$ cat src/rtl/alu_pkg.sv
// Shared ALU definitions: FSM state encoding, default geometry and
// two's-complement saturation limits for the 16-bit datapath.
package alu_pkg;

  typedef enum logic [1:0] {
    IDLE = 2'd0,
    RUN  = 2'd1,
    DONE = 2'd2
  } state_t;

  localparam int unsigned WIDTH_DEF   = 16;
  localparam int unsigned NIBBLES_DEF = WIDTH_DEF / 4;

  localparam logic [15:0] SAT_POS = 16'h7FFF;
  localparam logic [15:0] SAT_NEG = 16'h8000;

endpackage

$ cat src/rtl/add_4bit.sv
// 4-bit ripple adder with carry in/out; the single arithmetic element
// that the serial unit reuses for every nibble.
module add_4bit (
  input  logic [3:0] a,
  input  logic [3:0] b,
  input  logic       cin,
  output logic [3:0] s,
  output logic       cout
);

  assign {cout, s} = {1'b0, a} + {1'b0, b} + {4'b0000, cin};

endmodule

$ cat src/rtl/addsub_16bit_serial.sv
// Nibble-serial signed saturating add/subtract: one add_4bit shared over
// NIBBLES cycles, registered inter-nibble carry, start/busy/done handshake.
module addsub_16bit_serial
  import alu_pkg::*;
#(
  parameter int unsigned WIDTH   = WIDTH_DEF,
  parameter int unsigned NIBBLES = WIDTH / 4
) (
  input  logic             clk,
  input  logic             rst,
  input  logic             start,
  input  logic [WIDTH-1:0] A,
  input  logic [WIDTH-1:0] B,
  input  logic             sub,
  output logic             busy,
  output logic             done,
  output logic [WIDTH-1:0] Sum,
  output logic             Ovfl
);

  localparam int unsigned IDXW = (NIBBLES > 1) ? $clog2(NIBBLES) : 1;
  localparam logic [IDXW-1:0] LAST_IDX = IDXW'(NIBBLES - 1);
  localparam logic [WIDTH-1:0] SAT_MAX = {1'b0, {(WIDTH-1){1'b1}}};
  localparam logic [WIDTH-1:0] SAT_MIN = {1'b1, {(WIDTH-1){1'b0}}};

  state_t            state_q, state_d;
  logic [IDXW-1:0]   idx_q;
  logic              carry_q;
  logic [WIDTH-1:0]  a_q, b_q, part_q, sum_q;
  logic              ovfl_q;

  logic [WIDTH-1:0]  b_in, raw;
  logic [3:0]        nib_a, nib_b, nib_s;
  logic              nib_cin, nib_cout;
  logic              start_run, last, ovf;
  logic [WIDTH-1:0]  sat;

  assign b_in = sub ? ~B : B;

  add_4bit u_add (
    .a    (nib_a),
    .b    (nib_b),
    .cin  (nib_cin),
    .s    (nib_s),
    .cout (nib_cout)
  );

  // A start held through DONE feeds nibble 0 straight from the ports so the
  // accepting edge already does useful work, giving one result per NIBBLES.
  always_comb begin
    start_run = (state_q == DONE) && start;
    nib_a     = a_q[4*idx_q +: 4];
    nib_b     = b_q[4*idx_q +: 4];
    nib_cin   = carry_q;
    if (start_run) begin
      nib_a   = A[3:0];
      nib_b   = b_in[3:0];
      nib_cin = sub;
    end
    raw                = part_q;
    raw[4*idx_q +: 4]  = nib_s;
    last               = (state_q == RUN) && (idx_q == LAST_IDX);
    ovf                = (a_q[WIDTH-1] == b_q[WIDTH-1]) && (raw[WIDTH-1] != a_q[WIDTH-1]);
    sat                = raw;
    if (ovf) sat = a_q[WIDTH-1] ? SAT_MIN : SAT_MAX;
  end

  always_comb begin
    state_d = state_q;
    case (state_q)
      IDLE:    if (start) state_d = RUN;
      RUN:     if (last)  state_d = DONE;
      DONE:    state_d = start ? RUN : IDLE;
      default: state_d = IDLE;
    endcase
  end

  always_ff @(posedge clk) begin
    if (rst) begin
      state_q <= IDLE;
      idx_q   <= '0;
      carry_q <= 1'b0;
      a_q     <= '0;
      b_q     <= '0;
      part_q  <= '0;
      sum_q   <= '0;
      ovfl_q  <= 1'b0;
    end else begin
      state_q <= state_d;
      case (state_q)
        IDLE: begin
          if (start) begin
            a_q     <= A;
            b_q     <= b_in;
            idx_q   <= '0;
            carry_q <= sub;
          end
        end
        RUN: begin
          part_q[4*idx_q +: 4] <= nib_s;
          carry_q              <= nib_cout;
          idx_q                <= idx_q + 1'b1;
          if (last) begin
            sum_q  <= sat;
            ovfl_q <= ovf;
          end
        end
        DONE: begin
          if (start) begin
            a_q         <= A;
            b_q         <= b_in;
            part_q[3:0] <= nib_s;
            carry_q     <= nib_cout;
            idx_q       <= IDXW'(1);
          end
        end
        default: ;
      endcase
    end
  end

  assign busy = (state_q == RUN);
  assign done = (state_q == DONE);
  assign Sum  = sum_q;
  assign Ovfl = ovfl_q;

endmodule

$ cat config.mk
export PLATFORM = sky130hd
export DESIGN_NAME = addsub_16bit_serial
export DESIGN_NICKNAME = d
export VERILOG_FILES = /design/src/rtl/alu_pkg.sv /design/src/rtl/add_4bit.sv /design/src/rtl/addsub_16bit_serial.sv
export SDC_FILE = /design/constraint.sdc
export NUM_CORES = 1
export LEC_CHECK = 0
export CAP_MARGIN = 20
export CORE_ASPECT_RATIO = 0.8
export CORE_MARGIN = 2
export CORE_UTILIZATION = 32
export CTS_CLUSTER_SIZE = 14
export DETAILED_ROUTE_END_ITERATION = 16
export MAX_ROUTING_LAYER = met4
export PLACE_DENSITY_LB_ADDON = 0.12
export SLEW_MARGIN = 20
export SYNTH_ARGS = -nofsm -noshare
export SYNTH_HDL_FRONTEND = slang
export SYNTH_SLANG_ARGS = --single-unit
$ cat constraint.sdc
create_clock -name clk -period 5.4 [get_ports clk]
set_input_delay 1.08 -clock clk [delete_from_list [all_inputs] [get_ports clk]]
set_output_delay 1.08 -clock clk [all_outputs]
set_load 0.1 [all_outputs]
# After elaboration in Yosys (flattened, before gate mapping)

Index checks and enable logic that the tools add are counted.

Input port bits: 36
Output and inout port bits: 19
Register bits after elaboration: 70
Word-level logic and storage cells: 56

Equal/unequal tests: 8
Shifts and indexed selects: 4
$add $sub $neg: 4
Bitwise operators: 1
Reduce and logical (&&, ||, !) cells: 12
Multiplexer cells: 18

Operators with widths:

| operator                                                                 | number |
|---|---|
| 16-bit 2-to-1 mux                                                        | 3 |
| 4-bit negator with 34-bit output                                         | 1 |
| 4-bit by 34-bit variable shift with 16-bit output (first input constant) | 1 |
| 4-bit by 34-bit indexed part select with 16-bit output                   | 1 |
| 16-bit by 5-bit indexed part select with 4-bit output                    | 2 |
| 16-bit bitwise mux                                                       | 1 |
| 16-bit inverter                                                          | 1 |
| 4-bit 2-to-1 mux                                                         | 3 |
| 2-bit case mux with 3 select lines                                       | 2 |
| 4-bit case mux with 2 select lines                                       | 1 |
| 2-bit AND reduction                                                      | 4 |
| 2-bit 2-to-1 mux                                                         | 3 |
| 4-bit by 4-bit adder with 5-bit output                                   | 1 |
| 5-bit by 1-bit adder with 5-bit output                                   | 1 |
| 2-bit equality test (second input constant)                              | 2 |
| 1-bit 2-to-1 mux                                                         | 4 |
| 2-bit != test (second input constant)                                    | 2 |
| 1-bit logical AND                                                        | 3 |
| 1-bit case mux with 3 select lines                                       | 1 |
| 3-bit AND reduction                                                      | 1 |
| 3-bit nonzero test                                                       | 1 |
| 2-bit by 1-bit adder with 2-bit output (second input constant)           | 1 |
| 2-bit by 1-bit equality test with 1-bit output (second input constant)   | 1 |
| 2-bit logical NOT                                                        | 1 |
| 5 further kinds                                                          | 5 |

# Longest topological paths before layout

Depth after elaboration: 10
Depth in mapped cells: 15
Mapped depth without buffers: 12

# Modules after synthesis

A second synthesis with hierarchy kept.

Cell total of the unflattened synthesis: 390
Area total of the unflattened synthesis: 3519.6 µm²

By module, submodules not included:

| module              | cells each | instances | seq. area each (µm²) | area each (µm²) |
|---|---|---|---|---|
| addsub_16bit_serial | 374        | 1         | 1401.3               | 3375.7 |
| add_4bit            | 16         | 1         | 0.0                  | 143.9 |

# Worst setup path before layout

No wires, ideal clock.

Path type: register to register
From: register state_q[0]
To: register sum_q[10] (netlist: Sum[10])
Arrival time: 3.801 ns
Required time: 5.255 ns
Stages on the path, launching flop included: 14
Clock period less this slack: 3.946 ns
Setup time: 0.145 ns
Slack: 1.454 ns
Path buffers: 3
Cells stage by stage: dfxtp_1 -> inv_1 -> ha_1 -> nand2_1 -> clkbuf_1 -> mux2i_1 -> fa_1 -> nand3b_2 -> a211o_1 -> a31oi_4 -> or2_1 -> buf_6 -> buf_12 -> o221ai_2

Word-level cells in the longest chain between the ends: 10
Elaborated cells between the ends (all ways): 15
Those cells by class: add/sub: 2; eq/ne: 3; shift: 1; mux: 5; reduce/logical: 4

Ends and longest elaborated chain:

| what                                                       | line                       | RTL |
|---|---|---|
| from (decl)                                                | addsub_16bit_serial.sv:26  | `state_t state_q, state_d;` |
| from (signal assigned)                                     | addsub_16bit_serial.sv:89  | `state_q <= state_d;` |
| 2-bit equality test (*)                                    | n/a                        |  |
| named net done                                             | addsub_16bit_serial.sv:16  | `output logic done,` |
| 1-bit logical AND (*)                                      | addsub_16bit_serial.sv:51  | `start_run = (state_q == DONE) && start;` |
| 4-bit 2-to-1 mux                                           | addsub_16bit_serial.sv:55  | `if (start_run) begin` |
| 4-bit by 4-bit adder with 5-bit output                     | add_4bit.sv:11             | `assign {cout, s} = {1'b0, a} + {1'b0, b} + {4'b0000, cin};` |
| 5-bit by 1-bit adder with 5-bit output (*)                 | add_4bit.sv:11             |  |
| 4-bit by 34-bit indexed part select with 16-bit output (*) | addsub_16bit_serial.sv:61  | `raw[4*idx_q +: 4] = nib_s;` |
| 16-bit bitwise mux (*)                                     | addsub_16bit_serial.sv:61  |  |
| 1-bit != test                                              | addsub_16bit_serial.sv:63  | `ovf = (a_q[WIDTH-1] == b_q[WIDTH-1]) && (raw[WIDTH-1] != a_q[WIDTH-1]);` |
| 1-bit logical AND                                          | addsub_16bit_serial.sv:63  |  |
| 16-bit 2-to-1 mux (*)                                      | addsub_16bit_serial.sv:65  | `if (ovf) sat = a_q[WIDTH-1] ? SAT_MIN : SAT_MAX;` |
| to (signal assigned)                                       | addsub_16bit_serial.sv:104 | `sum_q <= sat;` |
| to (decl)                                                  | addsub_16bit_serial.sv:29  | `logic [WIDTH-1:0] a_q, b_q, part_q, sum_q;` |

The timed path passes the listed nets; every way through them passes the cells marked *.
A chain may end at the register's enable or synchronous reset.

# Final worst setup path

From: input port start
To: register sum_q[4] (netlist: Sum[4])

Word-level cells in the longest chain between the ends: 9
Elaborated cells between the ends (all ways): 11
Those cells by class: add/sub: 2; eq/ne: 1; shift: 1; mux: 5; reduce/logical: 2

Ends and longest elaborated chain:

| what                                                       | line                      | RTL |
|---|---|---|
| from (decl)                                                | addsub_16bit_serial.sv:11 | `input logic start,` |
| 1-bit logical AND (*)                                      | addsub_16bit_serial.sv:51 |  |
| 4-bit 2-to-1 mux                                           | addsub_16bit_serial.sv:55 |  |
| 4-bit by 4-bit adder with 5-bit output                     | add_4bit.sv:11            |  |
| 5-bit by 1-bit adder with 5-bit output (*)                 | add_4bit.sv:11            |  |
| 4-bit by 34-bit indexed part select with 16-bit output (*) | addsub_16bit_serial.sv:61 |  |
| 16-bit bitwise mux (*)                                     | addsub_16bit_serial.sv:61 |  |
| 1-bit != test                                              | addsub_16bit_serial.sv:63 |  |
| 1-bit logical AND                                          | addsub_16bit_serial.sv:63 |  |
| 16-bit 2-to-1 mux (*)                                      | addsub_16bit_serial.sv:65 |  |

Every way passes the cells marked *; elsewhere a longest branch is shown, timed or not.

==> results.tsv <==
stage	metric	value	unit
status	status	finished clean	
layout	final non-filler cell area	4751	µm²
logic_synthesis	Post-Synthesis Net Count	479	
setup_path	worst reg2reg path endpoint	Sum[4]	
sta	transition time of the tightest slew-check pin	0.9806	ns
global_route	via count of the first global-routing pass	3029	
layout	share of cells above drive strength 1	11.58	%
clocking	clock-pin slew on the worst setup and hold paths	0.06	ns
setup_path	category of the worst setup path launch point	input port	
global_route	number of antenna violations at the first check in global routing	0	
setup_path	cell with the largest stage delay on the worst path	or2_1	
detailed_routing	metal3 WL	356	µm
setup_path	critical setup path kind	input port to flop	
floorplanning	area of the core region	11470	µm²
global_route	total routing resource utilization after global routing	16.10	%
sta	Fin Setup TNS	0	ns
sta	worst slew margin relative to its limit	34.47	%
floorplanning	initial core utilization	32.74	%
placement	placed instance area	4382	µm²
setup_path	slack of the worst reg-to-reg path	1.30	ns
clocking	clock tree root driver cell	clkbuf_16	
clocking	CTS H-tree depth	3	
detailed_routing	detailed-routing wirelength on met1	4.734	mm
setup_path	CP Buf/Inv Count	1	
placement	Final HPWL DP	6.631	mm
logic_synthesis	yosys warns	0	
placement	number of port buffers	54	
layout	final core utilization	41.41	%
clocking	Clock Tree Buf Depth	2	
detailed_routing	Iteration-0 DRC Markers	165	
sta	Final Setup Violations	0	
logic_synthesis	fraction of the yosys area taken by sequential cells	37.31	%
clocking	TritonCTS clock tree	built	
setup_path	CP top delay family	simple AND/OR/NAND/NOR gates	
floorplanning	die height	100.9	µm
logic_synthesis	share of synthesized flip-flops with an asynchronous set or reset	0	%
detailed_routing	Post-DRT Antenna Nets	0	
clocking	buffers inserted by post-CTS timing repair	0	
worst_hold_path	worst hold path stage count	2	
layout	post-synthesis to final-layout area growth	26.48	%
layout	non-filler cells in the finished layout	623	
clocking	Num CTS Buffers	9	
clocking	clock latency on the worst-skew pair	0.34	ns
layout	filler cell count in the final layout	1193	
logic_synthesis	Cell variety after synth	51	
power	total power per unit cell area	328.2	nW/µm²
sta	Max Freq	0.2278	GHz
global_route	maximum number of pins on one net before global-route repair	74	
worst_hold_path	start point of the worst hold path	a_q[1]	
sta	Fin Clk Skew	0.007740	ns
run	number of maximum-capacitance constraint violations	0	
placement	worst setup slack after placement	0.6556	ns
floorplanning	row cnt	35	
setup_path	data required time at the worst endpoint	5.59	ns
floorplanning	number of placed I/O pins	55	
sta	hold violation count in the final report	0	
clocking	number of sinks driven by the clock tree	70	
detailed_routing	detailed-route wire length	9.364	mm
sta	final clock period utilization by the worst path	81.30	%
sta	final critical delay including setup and external delays	4.390	ns
placement	placed insts	606	
placement	routability-driven placement congestion ratio	0.7988	
floorplanning	width of the die	125.1	µm
detailed_routing	DR vias	3113	
power	worst supply voltage drop on vdd	0.0001507	V
sta	worst-case setup margin in the final layout	1.010	ns
layout	net count of the finished layout	521	
layout	number of antenna cells inserted	0	
detailed_routing	top layer reached by signal wires	met4	
clocking	# hold bufs at CTS	0	
logic_synthesis	average cell area after synthesis	8.776	µm²
logic_synthesis	Seq cells post-synth	70	
detailed_routing	Via-to-Cell Ratio	4.997	
worst_hold_path	Worst Hold Class	flop to flop	
floorplanning	full die area	12630	µm²
detailed_routing	Detailed Routing Iterations Pass 1	4	
detailed_routing	total met2 wirelength after detailed routing	4.211	mm
setup_path	critical-path maximum fanout	15	
power	LEAKAGE	0.001715	µW
setup_path	Worst Reg2Reg Path Length in Cells	11	
detailed_routing	Routed WL per cell	15.03	µm
sta	fin. max-slew vios	0	
logic_synthesis	number of flops mapped to enable cells by yosys	0	
setup_path	Crit path largest cell delay	0.69	ns
global_route	global-route wire length before repair	15.64	mm
logic_synthesis	flip-flop cell with the highest count after synthesis	dfxtp_1	
setup_path	element type at the critical path end	flop	
setup_path	origin of the critical flop-to-flop path	state_q[0]	
setup_path	crit-path cells	clkdlybuf4s50_1 -> nand2_1 -> nor2_1 -> a21oi_1 -> fa_1 -> nand3b_2 -> a211o_1 -> a31oi_4 -> or2_1 -> o221ai_1	
global_route	global-route congestion overflow total	0	
worst_hold_path	Hold Path End	a_q[1]	
sta	setup repair after global routing missed its margin	no	
detailed_routing	Remaining DRCs	0	
setup_path	arrival time of data at the critical path endpoint	4.58	ns
clocking	post_cts resized	0	
logic_synthesis	total standard cell area after synthesis	3756	µm²
logic_synthesis	cell count after synthesis	428	
cells in the final DEF, fill, tap and decap left out, types with 4 or more instances in the layout:
cell	count
mux4_2	8
a21oi_1	29
nand2_1	60
ha_1	13
buf_4	5
a211oi_1	20
dfxtp_1	70
clkbuf_16	9
inv_1	22
nor2_1	49
o221ai_2	8
nand2b_1	10
nand3_1	4
nor2b_1	10
o21ai_0	6
o22ai_1	15
xnor2_1	17
clkdlybuf4s50_1	53
mux2i_1	10
synth_stat cells (all sizes together) (2+ instances only):
cell	number	area [µm²]
o21ai	8	43.79
o221ai	9	128.9
ha	13	162.7
o31ai	2	15.01
and3	2	12.51
o21a	2	15.01
a21oi	32	171.4
nand2	60	225.2
a211oi	20	150.1
buf	11	68.81
mux2	2	22.52
mux2i	10	100.1
nor3	2	10.01
nor2	50	187.7
nand3	4	20.02
clkbuf	17	63.81
mux4	8	180.2
nor2b	10	62.56
o41ai	3	48.80
dfxtp	70	1401
xor2	2	17.52
o22ai	15	93.84
a31oi	4	40.04
nand2b	10	62.56
inv	22	82.58
fa	2	40.04
nand4	2	12.51
a32oi	3	26.28
or2	2	12.52
o211ai	3	22.52
xnor2	17	148.9
state kept, by name (all words and copies together) (netlist names):
name     flops
Ovfl         1
Sum         16
a_q         16
b_q         16
carry_q      1
idx_q        2
part_q      16
state_q      2
final cells by class:
cell class                 count  area, µm²  share of cell area [%]
tap                          148      185.2                   3.898
timing repair buffer          59      573.1                   12.06
multi-input combinational    308       2151                   45.27
clock buffer                  11      252.7                   5.320
clock inverter                 5      105.1                   2.212
sequential                    70       1401                   29.50
inverter                      22      82.58                   1.738
metrics by stage:
stage	hold slack, ns	total power [µW]
2_1_floorplan	0.4319	783.4
4_1_cts	0.4550	1575
5_1_grt	0.4755	1630
3_5_place_dp	0.4471	869.4
6_report	0.4545	1559
3_3_place_gp	0.4392	866.9
power by group:
part           internal [µW]  switching (µW)  total (µW)  leakage, µW
clock                    476             226         702     0.000168
sequential               551            22.4         574     0.000572
combinational            115             169         284     0.000975
total                   1140             418        1560      0.00171
worst min-delay path, cell delays in order, from the launching register on:
cell and delay [ns]:
dfxtp_1 0.30, nand2_1 0.05, a21oi_1 0.05
how the worst max path moves through the flow:
stage,cells past startpoint,endpoint,from,slack [ns]
after CTS,10,Sum[4],start,1.01
after global routing,10,Sum[4],start,0.72
after detailed placement,10,Sum[4],start,0.66
after global placement,10,Sum[4],start,0.71
final,10,Sum[4],start,1.01
after floorplan,13,Sum[10],state_q[0],1.45
layer usage:
metal | up-vias | global-route usage [%]
li1 | 1588 | -
met1 | 1462 | 21.50
met2 | 59 | 24.46
met3 | 4 | 3.503
met4 | 0 | 5.128
met5 | - | -
kinds of logic (layout without fill, tap and decap cells):
group / after synthesis / after routing / synth area share (%)
AO/OA/AOI/OAI: 104 / 104 / 20.79
XOR/XNOR: 19 / 19 / 4.430
adder cells (fa/ha/maj): 15 / 15 / 5.397
buffers and inverters: 50 / 97 / 5.729
flip-flops: 70 / 70 / 37.31
multiplexers: 20 / 20 / 8.061
AND/OR/NAND/NOR: 150 / 150 / 18.29
(Power assumes the default switching activity.)
